--- config.mk ---
export PLATFORM = sky130hd
export DESIGN_NAME = button_debouncer
export DESIGN_NICKNAME = d
export VERILOG_FILES = /design/src/rtl/button_debouncer.sv
export SDC_FILE = /design/constraint.sdc
export NUM_CORES = 1
export LEC_CHECK = 0
export ABC_AREA = 1
export BUFFER_PORTS_ARGS = -buffer_cell sky130_fd_sc_hd__buf_4
export CORE_AREA = 2 2 77 79
export CTS_CLUSTER_DIAMETER = 100
export DETAILED_ROUTE_END_ITERATION = 16
export DIE_AREA = 0 0 79 81
export HOLD_SLACK_MARGIN = 0.1
export SLEW_MARGIN = 20
export SYNTH_ARGS = -nofsm -noshare
export SYNTH_HDL_FRONTEND = slang
export SYNTH_SLANG_ARGS = --single-unit
--- constraint.sdc ---
create_clock -name clk -period 1.5 [get_ports clk]
set_clock_uncertainty 0.05 [all_clocks]
set_input_delay 0.225 -clock clk [delete_from_list [all_inputs] [get_ports clk]]
set_output_delay 0.225 -clock clk [all_outputs]
set_load 0.005 [all_outputs]
--- src/rtl/button_debouncer.sv ---
// Push-button conditioner: synchronizes the raw pins and the sample strobe, debounces
// each button on strobe ticks, and emits registered one-cycle press/release pulses.
module button_debouncer #(
  parameter int NUM_BTN        = 5,
  parameter int STABLE_SAMPLES = 3,
  parameter int SYNC_STAGES    = 2
) (
  input  logic               clk,
  input  logic               rst_n,
  input  logic               sample_clk,
  input  logic [NUM_BTN-1:0] btn_raw,
  output logic [NUM_BTN-1:0] btn_level,
  output logic [NUM_BTN-1:0] btn_press,
  output logic [NUM_BTN-1:0] btn_release,
  output logic               sample_tick
);

  localparam int CNT_W  = $clog2(STABLE_SAMPLES);
  localparam int MASK_W = $clog2(SYNC_STAGES + 2);
  localparam logic [CNT_W-1:0]  CNT_LAST  = CNT_W'(STABLE_SAMPLES - 1);
  localparam logic [MASK_W-1:0] MASK_DONE = MASK_W'(SYNC_STAGES + 1);

  typedef enum logic {
    STABLE  = 1'b0,
    CONFIRM = 1'b1
  } state_t;

  logic [SYNC_STAGES-1:0] tick_sync_reg;
  logic                   tick_hist_reg;
  logic                   tick_reg;
  logic [MASK_W-1:0]      mask_cnt_reg;

  // The mask hides the rising edge the synchronizer sees when sample_clk is already
  // high at reset release.
  always_ff @(posedge clk) begin
    if (!rst_n) begin
      tick_sync_reg <= '0;
      tick_hist_reg <= 1'b0;
      tick_reg      <= 1'b0;
      mask_cnt_reg  <= '0;
    end else begin
      tick_sync_reg <= {tick_sync_reg[SYNC_STAGES-2:0], sample_clk};
      tick_hist_reg <= tick_sync_reg[SYNC_STAGES-1];
      if (mask_cnt_reg != MASK_DONE) begin
        mask_cnt_reg <= mask_cnt_reg + MASK_W'(1);
      end
      tick_reg <= tick_sync_reg[SYNC_STAGES-1] & ~tick_hist_reg &
                  (mask_cnt_reg == MASK_DONE);
    end
  end

  assign sample_tick = tick_reg;

  for (genvar gi = 0; gi < NUM_BTN; gi++) begin : g_btn
    logic [SYNC_STAGES-1:0] sync_reg;
    state_t                 state_reg;
    logic [CNT_W-1:0]       cnt_reg;
    logic                   level_reg;
    logic                   press_reg;
    logic                   release_reg;
    logic                   sample;

    assign sample = sync_reg[SYNC_STAGES-1];

    always_ff @(posedge clk) begin
      if (!rst_n) begin
        sync_reg    <= '0;
        state_reg   <= STABLE;
        cnt_reg     <= '0;
        level_reg   <= 1'b0;
        press_reg   <= 1'b0;
        release_reg <= 1'b0;
      end else begin
        sync_reg    <= {sync_reg[SYNC_STAGES-2:0], btn_raw[gi]};
        press_reg   <= 1'b0;
        release_reg <= 1'b0;
        if (tick_reg) begin
          if (state_reg == STABLE) begin
            if (sample != level_reg) begin
              state_reg <= CONFIRM;
              cnt_reg   <= CNT_W'(1);
            end else begin
              cnt_reg <= '0;
            end
          end else begin
            if (sample == level_reg) begin
              state_reg <= STABLE;
              cnt_reg   <= '0;
            end else if (cnt_reg == CNT_LAST) begin
              // Commit: pulse lands in the same cycle the new level first shows.
              level_reg   <= ~level_reg;
              press_reg   <= ~level_reg;
              release_reg <= level_reg;
              state_reg   <= STABLE;
              cnt_reg     <= '0;
            end else begin
              cnt_reg <= cnt_reg + CNT_W'(1);
            end
          end
        end
      end
    end

    assign btn_level[gi]   = level_reg;
    assign btn_press[gi]   = press_reg;
    assign btn_release[gi] = release_reg;
  end

endmodule
==> run metrics <==
Fillers=622; Final ANT Viol Nets=0; CP Class=reg -> out; met1 Use GR=12.1%; GP Congestion=0.824; Die W=79 um; port buffer count=23; Main synth FF type=dfxtp_1; syn nets=roughly 270; Avg Vias per Cell=4.33; RR Startpoint=sample_tick; clk buf depth=2; post-synthesis sequential area ratio=48.8%; Critical R2R Capture=g_btn[4].press_reg; Power per Cell Area=995 nW/um2; initial drt markers=49; H-tree Lvls=2; most common cell in the netlist=nand2_1; GR Overflow Total=0; post-CTS resize count=0; Top Ports=24; via count of the first global-routing pass=~1.3k; Residual DRC=0; Initial Utilization=between 30% and 40%; Die H=81 um; Static Leak=1.06 nW; area of the core=5680 um2; initial antenna violation count=0; GRT Total Usage=10.9%; Max-cap violations=0; Reg area=921 um2; Seq cells post-synth=46; Multi-input gate area=638 um2; Die Area=6400 um2; DR vias=1,519; outcome=finished clean; Max VDD drop=about 600 uV; setup TNS=0 ns; grt met3 use=4.11%; synth cell count leaders=nand2_1 (64), dfxtp_1 (46), inv_1 (46), a21oi_1 (20), nor2_1 (19); R2R Setup Slk=0.29 ns; cells on worst reg2reg path=6; first-pass GRT wire length=5400 um; busiest layer in global routing=met2; GRT met2 Usage=18.4%; Slew @ Worst Pin=0.421 ns; ratio of cells with drive above 1 in the final layout=13.0%; Post-synth EDFFs=0; post-synth cell types=18; Syn-to-layout area delta=15.6%; Avg Inst Size Synth=7.35 um2; Total Routed Length=3190 um; top cell type's share of synthesized area=around 49%; FP Rows=28; Post-CTS Setup Bufs=0; wire per inst=9.09 um; Critical Path Start Type=flop; Slew HR=between 70% and 80%; post-DP HPWL=a little over 2000 um; antenna cells=0; Skew-Pair Late Insertion Delay=0.30 ns; Synth area leader=dfxtp_1; crit path time final=1.23 ns; worst-path maximum fanout=6; CTS Sinks=46; max-slew violations=0; Num CTS Buffers=5; post-route cell area=2180 um2; Detailed Routing Iterations Pass 1=4; post-synthesis async set-or-reset flop share=0%; CTS root buffer=clkbuf_8; Ys Warns=0; Synth Cell Area=between 1500 and 2000 um2; unrepaired setup endpoints after global routing=no; final layout net count=284; CP Capture Type=primary output; Final Hold Vio Count=0; worst hold path class=in -> reg; largest net degree at the start of global routing=29; FMAX=just over 0.8 GHz; Worst EP arrival=0.96 ns; hold buffer count at cts=6; period utilization=82.2%; CP Launch Point=sample_tick; required time of the critical path=1.22 ns; final setup vio count=0; cells after synthesis=roughly 260; CTS tree=built; crit path to=sample_tick; DP Area=2030 um2; Worst-path clk slew=0.08 ns; Area contributors post-synth=dfxtp_1 (49%), nand2_1 (13%), inv_1 (9.1%)
[layout by cell type (no fill, tap or decap), types with 10 or more instances in the layout]
master / netlist / routed
nand4_1: 11 / 11
buf_4: 16 / 26
o21ai_0: 10 / 10
nand2_1: 64 / 64
inv_1: 46 / 46
a21oi_1: 20 / 20
nor2_1: 19 / 19
nand3_1: 14 / 14
dfxtp_1: 46 / 46
[routing by layer]
metal,routed length (um),vias up
li1,-,812
met1,1450,671
met2,1490,26
met3,162,10
met4,87,0
met5,0,-
[logic make-up (layout without fill, tap and decap cells)]
group | after synthesis | after routing | share of synthesized area, %
and+or+nand+nor | 110 | 110 | 24.7
buffers and inverters | 69 | 88 | 17.4
DFF | 46 | 46 | 48.8
AOI/OAI and AO/OA | 30 | 30 | 7.95
adders and majority gates | 1 | 1 | 0.663
xor gates and xnor gates | 1 | 1 | 0.464
[stage by stage]
step / power (W) / hold WS (ns) / util (%) / cells / worst slack [ns]
after floorplan: 0.00136 / 0.273 / - / 257 / 0.459
after global placement: 0.00140 / 0.330 / 35.7 / 337 / 0.346
after detailed placement: 0.00140 / 0.335 / 35.7 / 337 / 0.347
after CTS: 0.00221 / 0.227 / 38.5 / 351 / 0.263
after global routing: 0.00227 / 0.244 / 38.5 / 351 / 0.125
final: 0.00217 / 0.228 / 38.5 / 351 / 0.268
[final cells by class]
cell class / instances / share of cell area (%)
clock buffers: 6 / 3.78
clock inverters: 2 / 0.573
inverters: 48 / 8.25
multi-input cells: 142 / 29.2
flip-flops and latches: 46 / 42.2
well taps: 75 / 4.30
repair buffers: 32 / 11.7
[critical path, stage by stage, from the launching register on]
cell,delay [ns]
dfxtp_1,0.35
buf_4,0.18
buf_4,0.13
[power by group]
| part | internal, W | switching, W |
|---|---|---|
| Combinational | 0.0000510 | 0.0000606 |
| Clock | 0.000371 | 0.000422 |
| Sequential | 0.00125 | 0.0000155 |
| Total | 0.00167 | 0.000498 |
[worst min-delay path by stage]
stage | to | slack [ns] | cells after the start | from
6_report | g_btn[3].sync_reg[0] | 0.23 | 3 | rst_n
3_3_place_gp | sample_tick | 0.33 | 1 | tick_hist_reg
5_1_grt | g_btn[3].sync_reg[0] | 0.24 | 3 | rst_n
3_5_place_dp | sample_tick | 0.33 | 1 | tick_hist_reg
4_1_cts | g_btn[3].sync_reg[0] | 0.23 | 3 | rst_n
2_1_floorplan | g_btn[0].sync_reg[0] | 0.27 | 2 | btn_raw[0]
(Power assumes the default switching activity.)
